**src/rtl/datapath.sv**
```systemverilog
`default_nettype none
// ============================================================================
// Module   : datapath
// Brief    : Microcoded accumulator datapath (PC/MAR/MBR/IR/BR/ACC) with a
//            three-state memory handshake; signed multiplier, P and MR are
//            present only when DATAPATH_MPY_EN is defined.
// Revision : 1.0
// ============================================================================
module datapath #(
  parameter int DW = 16
) (
  input  logic          clk,
  input  logic          rst,
  input  logic [31:0]   control_signal,
  input  logic          ctrl_valid,
  output logic [7:0]    mem_addr,
  output logic [DW-1:0] mem_wdata,
  input  logic [DW-1:0] mem_rdata,
  output logic          mem_rd,
  output logic          mem_wr,
  input  logic          mem_ready,
  output logic [7:0]    data_to_cu,
  output logic [7:0]    flags,
  output logic          busy
);

  localparam int c_mar2memory  = 0;
  localparam int c_pc2mbr      = 1;
  localparam int c_pc2mar      = 2;
  localparam int c_mbr2pc      = 3;
  localparam int c_mbr2ir      = 4;
  localparam int c_memory2mbr  = 5;
  localparam int c_mbr2br      = 6;
  localparam int c_mbr2mar     = 8;
  localparam int c_mbr2acc     = 10;
  localparam int c_acc2mbr     = 11;
  localparam int c_mbr2memory  = 12;
  localparam int c_ir2cu       = 13;
  localparam int c_mr2mbr      = 15;
  localparam int c_mpy_alu2mr  = 16;
  localparam int c_pc_plus1    = 20;
  localparam int c_acc_clear   = 21;
  localparam int c_alu_add     = 22;
  localparam int c_alu_sub     = 23;
  localparam int c_alu_and     = 24;
  localparam int c_alu_or      = 25;
  localparam int c_alu_not     = 26;
  localparam int c_alu_shl     = 27;
  localparam int c_alu_shr     = 28;
  localparam int c_alu_mpy     = 29;
  localparam int c_alu_ashl    = 30;
  localparam int c_alu_ashr    = 31;

  typedef enum logic [1:0] {
    S_IDLE    = 2'd0,
    S_RD_WAIT = 2'd1,
    S_WR_WAIT = 2'd2
  } mem_state_t;

  mem_state_t    r_state, w_state_nxt;
  logic [31:0]   w_cs;
  logic [7:0]    r_pc, r_mar;
  logic [DW-1:0] r_mbr, r_ir, r_br, r_acc, r_mdr;
  logic          r_pending, r_carry;
  logic          w_start_rd, w_start_wr, w_done, w_rd_done, w_mem2mbr_busy;
  logic [DW:0]   w_sum, w_diff;
  logic [3:0]    w_sh;
  logic [DW-1:0] w_alu_res;
  logic          w_alu_hit, w_alu_cy;
  logic [DW-1:0] w_mr, w_p_lo;
  logic          w_mpy_acc_ld;
  logic          w_unused;

  // A control word only acts on its strobe cycle.
  assign w_cs           = ctrl_valid ? control_signal : 32'd0;
  assign busy           = (r_state != S_IDLE);
  assign flags          = {5'd0, r_carry, (r_acc == '0), r_acc[DW-1]};
  assign w_rd_done      = w_done && (r_state == S_RD_WAIT);
  assign w_mem2mbr_busy = w_cs[c_memory2mbr] && busy;

  // ---------------------------------------------------------------- memory FSM
  always_ff @(posedge clk or negedge rst) begin
    if (!rst) r_state <= S_IDLE;
    else      r_state <= w_state_nxt;
  end

  always_comb begin
    w_state_nxt = r_state;
    w_start_rd  = 1'b0;
    w_start_wr  = 1'b0;
    w_done      = 1'b0;
    case (r_state)
      S_IDLE: begin
        if (w_cs[c_mbr2memory]) begin
          w_start_wr  = 1'b1;
          w_state_nxt = S_WR_WAIT;
        end else if (w_cs[c_mar2memory]) begin
          w_start_rd  = 1'b1;
          w_state_nxt = S_RD_WAIT;
        end
      end
      S_RD_WAIT, S_WR_WAIT: begin
        if (mem_ready) begin
          w_done      = 1'b1;
          w_state_nxt = S_IDLE;
        end
      end
      default: w_state_nxt = S_IDLE;
    endcase
  end

  always_ff @(posedge clk or negedge rst) begin
    if (!rst) begin
      mem_rd    <= 1'b0;
      mem_wr    <= 1'b0;
      mem_addr  <= 8'd0;
      mem_wdata <= '0;
    end else if (w_start_rd) begin
      mem_rd    <= 1'b1;
      mem_addr  <= r_mar;
    end else if (w_start_wr) begin
      mem_wr    <= 1'b1;
      mem_addr  <= r_mar;
      mem_wdata <= r_mbr;
    end else if (w_done) begin
      mem_rd    <= 1'b0;
      mem_wr    <= 1'b0;
      mem_addr  <= 8'd0;
      mem_wdata <= '0;
    end
  end

  // ---------------------------------------------------------------------- ALU
  assign w_sum  = {1'b0, r_acc} + {1'b0, r_br};
  assign w_diff = {1'b0, r_acc} - {1'b0, r_br};
  assign w_sh   = r_br[3:0];

  // Lowest-numbered ALU bit wins; carry only moves on add/sub.
  always_comb begin
    w_alu_hit = 1'b1;
    w_alu_res = r_acc;
    w_alu_cy  = r_carry;
    if (w_cs[c_alu_add]) begin
      w_alu_res = w_sum[DW-1:0];
      w_alu_cy  = w_sum[DW];
    end else if (w_cs[c_alu_sub]) begin
      w_alu_res = w_diff[DW-1:0];
      w_alu_cy  = w_diff[DW];
    end else if (w_cs[c_alu_and]) begin
      w_alu_res = r_acc & r_br;
    end else if (w_cs[c_alu_or]) begin
      w_alu_res = r_acc | r_br;
    end else if (w_cs[c_alu_not]) begin
      w_alu_res = ~r_br;
    end else if (w_cs[c_alu_shl]) begin
      w_alu_res = r_acc << w_sh;
    end else if (w_cs[c_alu_shr]) begin
      w_alu_res = r_acc >> w_sh;
    end else if (w_cs[c_alu_ashl]) begin
      w_alu_res = r_acc <<< w_sh;
    end else if (w_cs[c_alu_ashr]) begin
      w_alu_res = $signed(r_acc) >>> w_sh;
    end else begin
      w_alu_hit = 1'b0;
    end
  end

  // --------------------------------------------------------------- multiplier
`ifdef DATAPATH_MPY_EN
  logic [2*DW-1:0] r_p;
  logic [DW-1:0]   r_mr;
  logic [2*DW-1:0] w_acc_sx, w_br_sx, w_prod;

  // Sign-extended operands make the low 2*DW product bits the signed product.
  assign w_acc_sx = {{DW{r_acc[DW-1]}}, r_acc};
  assign w_br_sx  = {{DW{r_br[DW-1]}}, r_br};
  assign w_prod   = w_acc_sx * w_br_sx;

  always_ff @(posedge clk or negedge rst) begin
    if (!rst) begin
      r_p  <= '0;
      r_mr <= '0;
    end else begin
      if (w_cs[c_alu_mpy])    r_p  <= w_prod;
      if (w_cs[c_mpy_alu2mr]) r_mr <= r_p[2*DW-1:DW];
    end
  end

  assign w_mr         = r_mr;
  assign w_p_lo       = r_p[DW-1:0];
  assign w_mpy_acc_ld = w_cs[c_mpy_alu2mr];
`else
  assign w_mr         = '0;
  assign w_p_lo       = '0;
  assign w_mpy_acc_ld = 1'b0;
`endif

  // ---------------------------------------------------------------- registers
  always_ff @(posedge clk or negedge rst) begin
    if (!rst) begin
      r_pc       <= 8'd0;
      r_mar      <= 8'd0;
      r_mbr      <= '0;
      r_ir       <= '0;
      r_br       <= '0;
      r_acc      <= '0;
      r_mdr      <= '0;
      r_pending  <= 1'b0;
      r_carry    <= 1'b0;
      data_to_cu <= 8'd0;
    end else begin
      if (w_cs[c_mbr2pc])        r_pc <= r_mbr[7:0];
      else if (w_cs[c_pc_plus1]) r_pc <= r_pc + 8'd1;

      if (w_cs[c_mbr2mar])       r_mar <= r_mbr[7:0];
      else if (w_cs[c_pc2mar])   r_mar <= r_pc;

      if (w_cs[c_mbr2ir]) r_ir       <= r_mbr;
      if (w_cs[c_mbr2br]) r_br       <= r_mbr;
      if (w_cs[c_ir2cu])  data_to_cu <= r_ir[DW-1:DW-8];
      if (w_rd_done)      r_mdr      <= mem_rdata;

      // A memory2mbr issued mid-access is remembered until the access ends.
      r_pending <= (r_pending | w_mem2mbr_busy) & ~w_done;

      if ((r_pending || w_mem2mbr_busy) && w_rd_done) r_mbr <= mem_rdata;
      else if (w_cs[c_memory2mbr] && !busy)            r_mbr <= r_mdr;
      else if (w_cs[c_acc2mbr])                        r_mbr <= r_acc;
      else if (w_cs[c_mr2mbr])                         r_mbr <= w_mr;
      else if (w_cs[c_pc2mbr])                         r_mbr <= {{(DW-8){1'b0}}, r_pc};

      if (w_cs[c_acc_clear]) begin
        r_acc <= '0;
      end else if (w_alu_hit) begin
        r_acc   <= w_alu_res;
        r_carry <= w_alu_cy;
      end else if (w_mpy_acc_ld) begin
        r_acc <= w_p_lo;
      end else if (w_cs[c_mbr2acc]) begin
        r_acc <= r_mbr;
      end
    end
  end

  // Reserved control bits and the IR address field have no effect here.
  assign w_unused = ^{w_cs[c_alu_mpy], w_cs[c_mpy_alu2mr], w_cs[7], w_cs[9],
                      w_cs[14], w_cs[19:17], r_ir[DW-9:0]};

endmodule
`default_nettype wire
```
**config.mk**
```make
export PLATFORM = sky130hd
export DESIGN_NAME = datapath
export DESIGN_NICKNAME = d
export VERILOG_FILES = /design/src/rtl/datapath.sv
export SDC_FILE = /design/constraint.sdc
export NUM_CORES = 1
export LEC_CHECK = 0
export CAP_MARGIN = 20
export CORE_AREA = 5 5 141 143
export CTS_CLUSTER_SIZE = 30
export DETAILED_ROUTE_END_ITERATION = 10
export DIE_AREA = 0 0 146 148
export GPL_TIMING_DRIVEN = 0
export PLACE_DENSITY = 0.76
export SETUP_SLACK_MARGIN = 0.05
export SLEW_MARGIN = 20
export SYNTH_ARGS = -nofsm -noshare
export SYNTH_HDL_FRONTEND = slang
export SYNTH_SLANG_ARGS = --single-unit
```
**constraint.sdc**
```tcl
create_clock -name clk -period 7 [get_ports clk]
set_input_delay 0.7 -clock clk [delete_from_list [all_inputs] [get_ports clk]]
set_output_delay 0.7 -clock clk [all_outputs]
set_load 0.01 [all_outputs]
```
==> impl_metrics.json, run 1 <==
{
  "outcome": "finished, final reports clean",
  "finish.utilization": 0.629,
  "antenna_left": 0,
  "finalSetupViolations": 0,
  "synthTopCellsByArea": "dfrtp_1 (32%), ha_1 (6.9%), mux2_2 (6.1%)",
  "yosysWarningCount": 0,
  "place.gp.congestion": 1.12,
  "totalNegativeSetupSlack_ns": 0,
  "track_usage": 0.329,
  "synth-edff-count": 0,
  "vias_in_the_first_global_route": 9461,
  "synth-seq-cells": 126,
  "unrepaired_setup_endpoints_after_global_routing": "false",
  "floorplan.initialDensity": 0.537,
  "grt_overflow": 0,
  "pd_cells_mw_per_mm2": 504,
  "cells_after_synth": 1110,
  "place_hpwl_um": 26100,
  "cell_internal_pwr_uw": 3050,
  "design.portCount": 95,
  "post_drt_via_cell_ratio": 6.87,
  "timing.critical_path.required_ns": 7.35,
  "fin_area_sq_mm": 0.0116,
  "row_count": 50,
  "r2r_depth": 11,
  "ctsResizeCount": 0,
  "period_minus_slack_ns": 3.87,
  "yosysTopAreaCellShare": 0.318,
  "worst-slew-pin-transition_ns": 0.959,
  "num-nets-final": 1321,
  "path_clk_slew_ns": 0.07,
  "die_h_um": 148,
  "reg2reg_setup_slack_ns": 3.13,
  "die_area_sq_mm": 0.0216,
  "critical_path_class": "reg2reg",
  "netlist_area_sq_mm": 0.00992,
  "p_clk_frac": 0.147,
  "critical_path_peak_fanout": 11,
  "timing.final.max_slew_violations": 0,
  "power.share.switching": 0.478,
  "drt_pass1_iterations": 7,
  "cts.sink_count": 126,
  "reg2reg_to": "r_acc[15]$_DFFE_PN0P_",
  "dr.first_iter.drc_count": 1425,
  "hold_violations": 0,
  "drive_above_1_share": 0.127,
  "first_pass_grt_wire_length_um": 55700,
  "worst_setup_path_end_kind": "flop",
  "fp.coreArea_sq_mm": 0.0185,
  "max-slew-margin-rel": 0.356,
  "crit_arrival_ns": 4.23,
  "power.switching_uw": 2790,
  "synthFlopType": "dfrtp_1",
  "synth_cell_type_count": 80,
  "grt_max_degree": 87,
  "vias": 10023,
  "vdd.ir_drop.worst_mv": 0.282,
  "place.port_buffers": 78,
  "htree_num_levels": 4,
  "layout.cells.non_filler": 1459,
  "power.leakage_uw": 0.00503,
  "combinational_fraction_of_design_power": 0.601,
  "synth-seq-area-share": 0.318,
  "cell_total_after_placement": 1427,
  "drv.max_cap_violation_count": 0,
  "routed_len_inst_um": 24.8,
  "r2r-start": "r_br[3]$_DFFE_PN0P_",
  "hp-class": "in2async",
  "timing.final.crit_share": 0.554,
  "share_seq_of_total_power": 0.252,
  "startpoint": "r_br[3]$_DFFE_PN0P_",
  "ctsHoldBuffers": 0,
  "finClkSkew_ns": 0.0142,
  "antenna_found_initial": 0,
  "fin_hold_ws_ns": 0.154,
  "diodes": 0,
  "cts_buffer_depth": 2,
  "yosysMostFrequentCell": "dfrtp_1",
  "numCtsBuffers": 17,
  "fp.dieW_um": 146,
  "drt-total-wl_um": 36100,
  "synth.avg_cell_area_sq_um": 8.94,
  "synth_async_sr_flop_share": 1.00,
  "fmax_ghz": 0.258,
  "clk_latency_ns": 0.43,
  "capture_point_of_the_critical_path": "r_acc[15]$_DFFE_PN0P_",
  "netlist.top_cell.by_area": "dfrtp_1",
  "detailed_place.area_sq_mm": 0.0110,
  "cts_tree": "yes",
  "leading_post_synthesis_cells_by_instance_count": "dfrtp_1 (126), a21oi_1 (91), nand2_1 (87)",
  "layout-area-overhead-vs-synth_pct": 17.0,
  "cts.repair_timing.setup_buffer_count": 0,
  "root_cell_of_the_clock_tree": "clkbuf_16",
  "drc": 0,
  "timing.critical_path.from_type": "flop"
}
==> through the flow <==
step | setup slack (ns) | power, uW
final | 3.13 | 5840
after global routing | 2.91 | 6160
after CTS | 3.31 | 5710
after detailed placement | 3.13 | 4820
after global placement | 0.223 | 4750
after floorplan | 3.97 | 3680
==> registers in the layout, summed over array words and instances, names as in the netlist <==
signal      count
r_pending       1
r_mar           8
r_pc            8
mem_rd          1
r_mbr          16
r_ir            8
mem_addr        8
mem_wr          1
mem_wdata      16
r_acc          16
r_carry         1
r_br           16
r_state         2
data_to_cu      8
r_mdr          16
==> metal layers <==
metal	global-route usage	wire [um]	share of wire
met5	0	0	0
met1	0.458	14400	0.40
met4	0.180	2210	0.061
met2	0.469	15100	0.42
met3	0.0837	4360	0.12
==> critical path, cell delays in order, from the launching register on <==
cell and delay, ns:
dfrtp_1 0.45, clkbuf_1 0.43, inv_1 0.29, clkbuf_1 0.35, ha_1 0.51, nor3_1 0.08, a221oi_1 0.42, a21oi_1 0.29
o221ai_1 0.38, mux2i_1 0.25, o311ai_0 0.15, a21oi_1 0.19
==> how the worst min path moves through the flow <==
stage / start / endpoint / slack (ns)
6_report: rst / r_ir[13]$_DFFE_PN0P_ / 0.15
5_1_grt: rst / r_ir[13]$_DFFE_PN0P_ / 0.18
4_1_cts: rst / r_ir[13]$_DFFE_PN0P_ / 0.16
3_5_place_dp: r_mar[7]$_DFFE_PN0P_ / mem_addr[7]$_DFFE_PN0P_ / 0.47
3_3_place_gp: r_mar[4]$_DFFE_PN0P_ / mem_addr[4]$_DFFE_PN0P_ / 0.46
2_1_floorplan: rst / data_to_cu[0]$_DFFE_PN0P_ / 0.40
==> placed cells by master, fill, tap and decap left out, types with 10 or more instances in the layout <==
| cell type | count |
|---|---|
| a211oi_1 | 13 |
| a21o_1 | 13 |
| a21oi_1 | 91 |
| a221oi_1 | 28 |
| a22o_1 | 36 |
| and3_1 | 19 |
| buf_2 | 22 |
| buf_4 | 10 |
| clkbuf_1 | 58 |
| clkbuf_16 | 17 |
| clkdlybuf4s50_1 | 77 |
| dfrtp_1 | 126 |
| ha_1 | 55 |
| inv_1 | 53 |
| mux2_2 | 54 |
| mux2i_1 | 17 |
| mux4_2 | 17 |
| nand2_1 | 87 |
| nand3_1 | 32 |
| nor2_1 | 77 |
| nor3_1 | 32 |
| o211ai_1 | 18 |
| o21ai_0 | 48 |
| o221ai_1 | 11 |
| xnor2_1 | 12 |
==> power groups by stage <==
| stage | combinational [uW] | clock [uW] | sequential (uW) |
|---|---|---|---|
| 2_1_floorplan | 2360 | 0 | 1330 |
| 3_5_place_dp | 3370 | 0 | 1450 |
| 6_report | 3510 | 858 | 1470 |
| 3_3_place_gp | 3320 | 0 | 1440 |
| 4_1_cts | 3400 | 861 | 1450 |
| 5_1_grt | 3760 | 899 | 1500 |
==> kinds of logic (layout without fill, tap and decap cells) <==
family	after synthesis	in the layout	share of synthesized area
mux	93	93	0.129
other cells	1	5	0.000378
fa+ha+maj	57	57	0.0734
simple gates	307	307	0.147
xor+xnor	13	13	0.0115
flops	126	126	0.318
buf+inv	152	263	0.0656
compound gates	361	361	0.255
==> area by class of cell <==
cell class,instances,area [sq um]
plain buffers,97,444
multi-input cells,836,6130
inverters,55,206
clock buffers,18,429
clock inverters,14,134
flip-flops and latches,126,3150
repair buffers,79,813
well taps,234,293
fillers,1569,6850
Power figures use the tool's default switching activity.
==> inputs of run 2 (changes only) <==
==> constraint.sdc (replaced) <==
create_clock -name clk -period 4.02 [get_ports clk]
set_input_delay 0.402 -clock clk [delete_from_list [all_inputs] [get_ports clk]]
set_output_delay 0.402 -clock clk [all_outputs]
set_load 0.01 [all_outputs]
==> run 2 against run 1 <==
Compared with the run above:
- sequential power up 74%
- cell count hardly changed
- non-clock buffer count up 1
- via count down 0.40%
- clock power is 75% higher
- critical path depth rose by 1
- power grew 74%
- critical path type unchanged
- largest power group unchanged
- highest routed layer unchanged
==> impl_metrics.json, run 2 (same netlist as run 1, synthesis figures left out) <==
{
  "cts_tree": "yes",
  "unrepaired_setup_endpoints_after_global_routing": "false",
  "cell_total_after_placement": 1427,
  "timing.final.crit_share": 0.924,
  "floorplan.initialDensity": 0.537,
  "antenna_left": 0,
  "cts.sink_count": 126,
  "numCtsBuffers": 17,
  "fin_hold_ws_ns": 0.450,
  "grt_overflow": 0,
  "track_usage": 0.329,
  "fp.dieW_um": 146,
  "path_clk_slew_ns": 0.07,
  "mostFrequentLayoutCell": "dfrtp_1",
  "worst-slew-pin-transition_ns": 0.965,
  "place_hpwl_um": 26100,
  "crit_slowest_cell": "a221oi_1",
  "hp-class": "in2async",
  "fmax_ghz": 0.269,
  "pd_cells_mw_per_mm2": 875,
  "reg2reg_setup_slack_ns": 0.30,
  "drt-total-wl_um": 36100,
  "multi_input_area_sq_mm": 0.00613,
  "grt_max_degree": 87,
  "timing.critical_path.required_ns": 4.37,
  "design.portCount": 95,
  "crit_arrival_ns": 4.07,
  "layout-area-overhead-vs-synth_pct": 17.1,
  "period_minus_slack_ns": 3.72,
  "root_cell_of_the_clock_tree": "clkbuf_16",
  "vias": 9983,
  "dr.first_iter.drc_count": 1371,
  "drv.max_cap_violation_count": 0,
  "place.gp.congestion": 1.12,
  "routed_len_inst_um": 24.7,
  "post_drt_via_cell_ratio": 6.84,
  "cts.repair_timing.setup_buffer_count": 0,
  "vias_in_the_first_global_route": 9470,
  "die_h_um": 148,
  "finClkSkew_ns": 0.0182,
  "detailedPlace.worstSlack_ns": 0.360,
  "diodes": 0,
  "cp_cell_sequence": "buf_2 > clkinv_1 > buf_1 > ha_1 > clkbuf_1 > nor3_1 > a221oi_1 > a21oi_1 > o221ai_1 > mux2i_1 > o311ai_0 > a21oi_1",
  "cts_buffer_depth": 2,
  "first_pass_grt_wire_length_um": 55800,
  "critical_path_peak_fanout": 11,
  "power.leakage_uw": 0.00503,
  "drive_above_1_share": 0.127,
  "layout.cells.non_filler": 1460,
  "hold_violations": 0,
  "row_count": 50,
  "finalSetupViolations": 0,
  "critPathMostFrequentCell": "a21oi_1",
  "outcome": "finished, final reports clean",
  "seqCellArea_sq_mm": 0.00315,
  "totalNegativeSetupSlack_ns": 0,
  "setup_ws_ns": 0.305,
  "critical_path_class": "reg2reg",
  "place.port_buffers": 78,
  "timing.final.max_slew_violations": 0,
  "clk_latency_ns": 0.43,
  "timing.critical_path.from_type": "flop",
  "nFillCells": 1570,
  "drc": 0,
  "max-slew-margin-rel": 0.354,
  "die_area_sq_mm": 0.0216,
  "num-nets-final": 1322,
  "htree_num_levels": 4,
  "worst_setup_path_end_kind": "flop",
  "max_stage_delay_ns": 0.43,
  "vdd.ir_drop.worst_mv": 0.491,
  "fp.coreArea_sq_mm": 0.0185,
  "antenna_found_initial": 0,
  "drt_pass1_iterations": 8,
  "commonest_cells_after_routing_fill_and_taps_aside": "dfrtp_1 (126), a21oi_1 (91), nand2_1 (87)"
}
==> run 2: what timing repair did <==
| item | 4_1_cts | 5_1_grt |
|---|---|---|
| resized for setup | 0 | 2 |
| setup endpoints to repair | 0 | 2 |
| hold buffers | 1 | 0 |
| endpoints found under the hold margin | 40 | 0 |
==> run 2: area by class of cell <==
type,instances,share of cell area
inverters,55,0.0178
multi-input cells,836,0.528
clock buffers,18,0.0370
clock inverters,14,0.0115
flip-flops and latches,126,0.271
repair buffers,80,0.0709
plain buffers,97,0.0384
well taps,234,0.0252
==> run 2: path summary, 6_finish.rpt <==
path | startpoint | cells after the start | endpoint
worst min register to register | r_mar[0]$_DFFE_PN0P_ | 2 | mem_addr[0]$_DFFE_PN0P_
max in group asynchronous | rst | 3 | r_state[0]$_DFFE_PN0P_
worst max register to register | r_br[2]$_DFFE_PN0P_ | 12 | r_acc[15]$_DFFE_PN0P_
worst min-delay path | rst | 2 | r_ir[13]$_DFFE_PN0P_
worst max-delay path | r_br[2]$_DFFE_PN0P_ | 12 | r_acc[15]$_DFFE_PN0P_
min in group clk | control_signal[23] | 3 | r_acc[9]$_DFFE_PN0P_
==> run 2: critical path: cells and delay by family (launching register included) <==
family	cells	cell delay, ns
muxes	1	0.26
adders and majority gates	1	0.39
DFF	1	0.35
buffers and inverters	4	1.14
AOI/OAI and AO/OA	5	1.44
and+or+nand+nor	1	0.08
==> run 2: report_power, final <==
group | internal (uW) | total (uW) | switching [uW]
combinational | 2610 | 6110 | 3500
clock | 861 | 1500 | 636
sequential | 1840 | 2560 | 716
total | 5310 | 10200 | 4850
==> run 2: per-stage QoR <==
stage	util	area [sq um]	total power [uW]
5_1_grt	0.629	11600	10700
3_3_place_gp	0.596	11000	8280
3_5_place_dp	0.598	11000	8390
4_1_cts	0.629	11600	9950
2_1_floorplan	-	9930	6420
6_report	0.629	11600	10200
==> run 2: layer usage <==
layer | global-route usage | wire [um] | vias up | share of wire
met5 | 0 | 0 | - | 0
met4 | 0.180 | 2180 | 0 | 0.060
met3 | 0.0837 | 4480 | 164 | 0.12
met2 | 0.469 | 15100 | 777 | 0.42
met1 | 0.459 | 14300 | 4685 | 0.40
li1 | - | - | 4357 | -
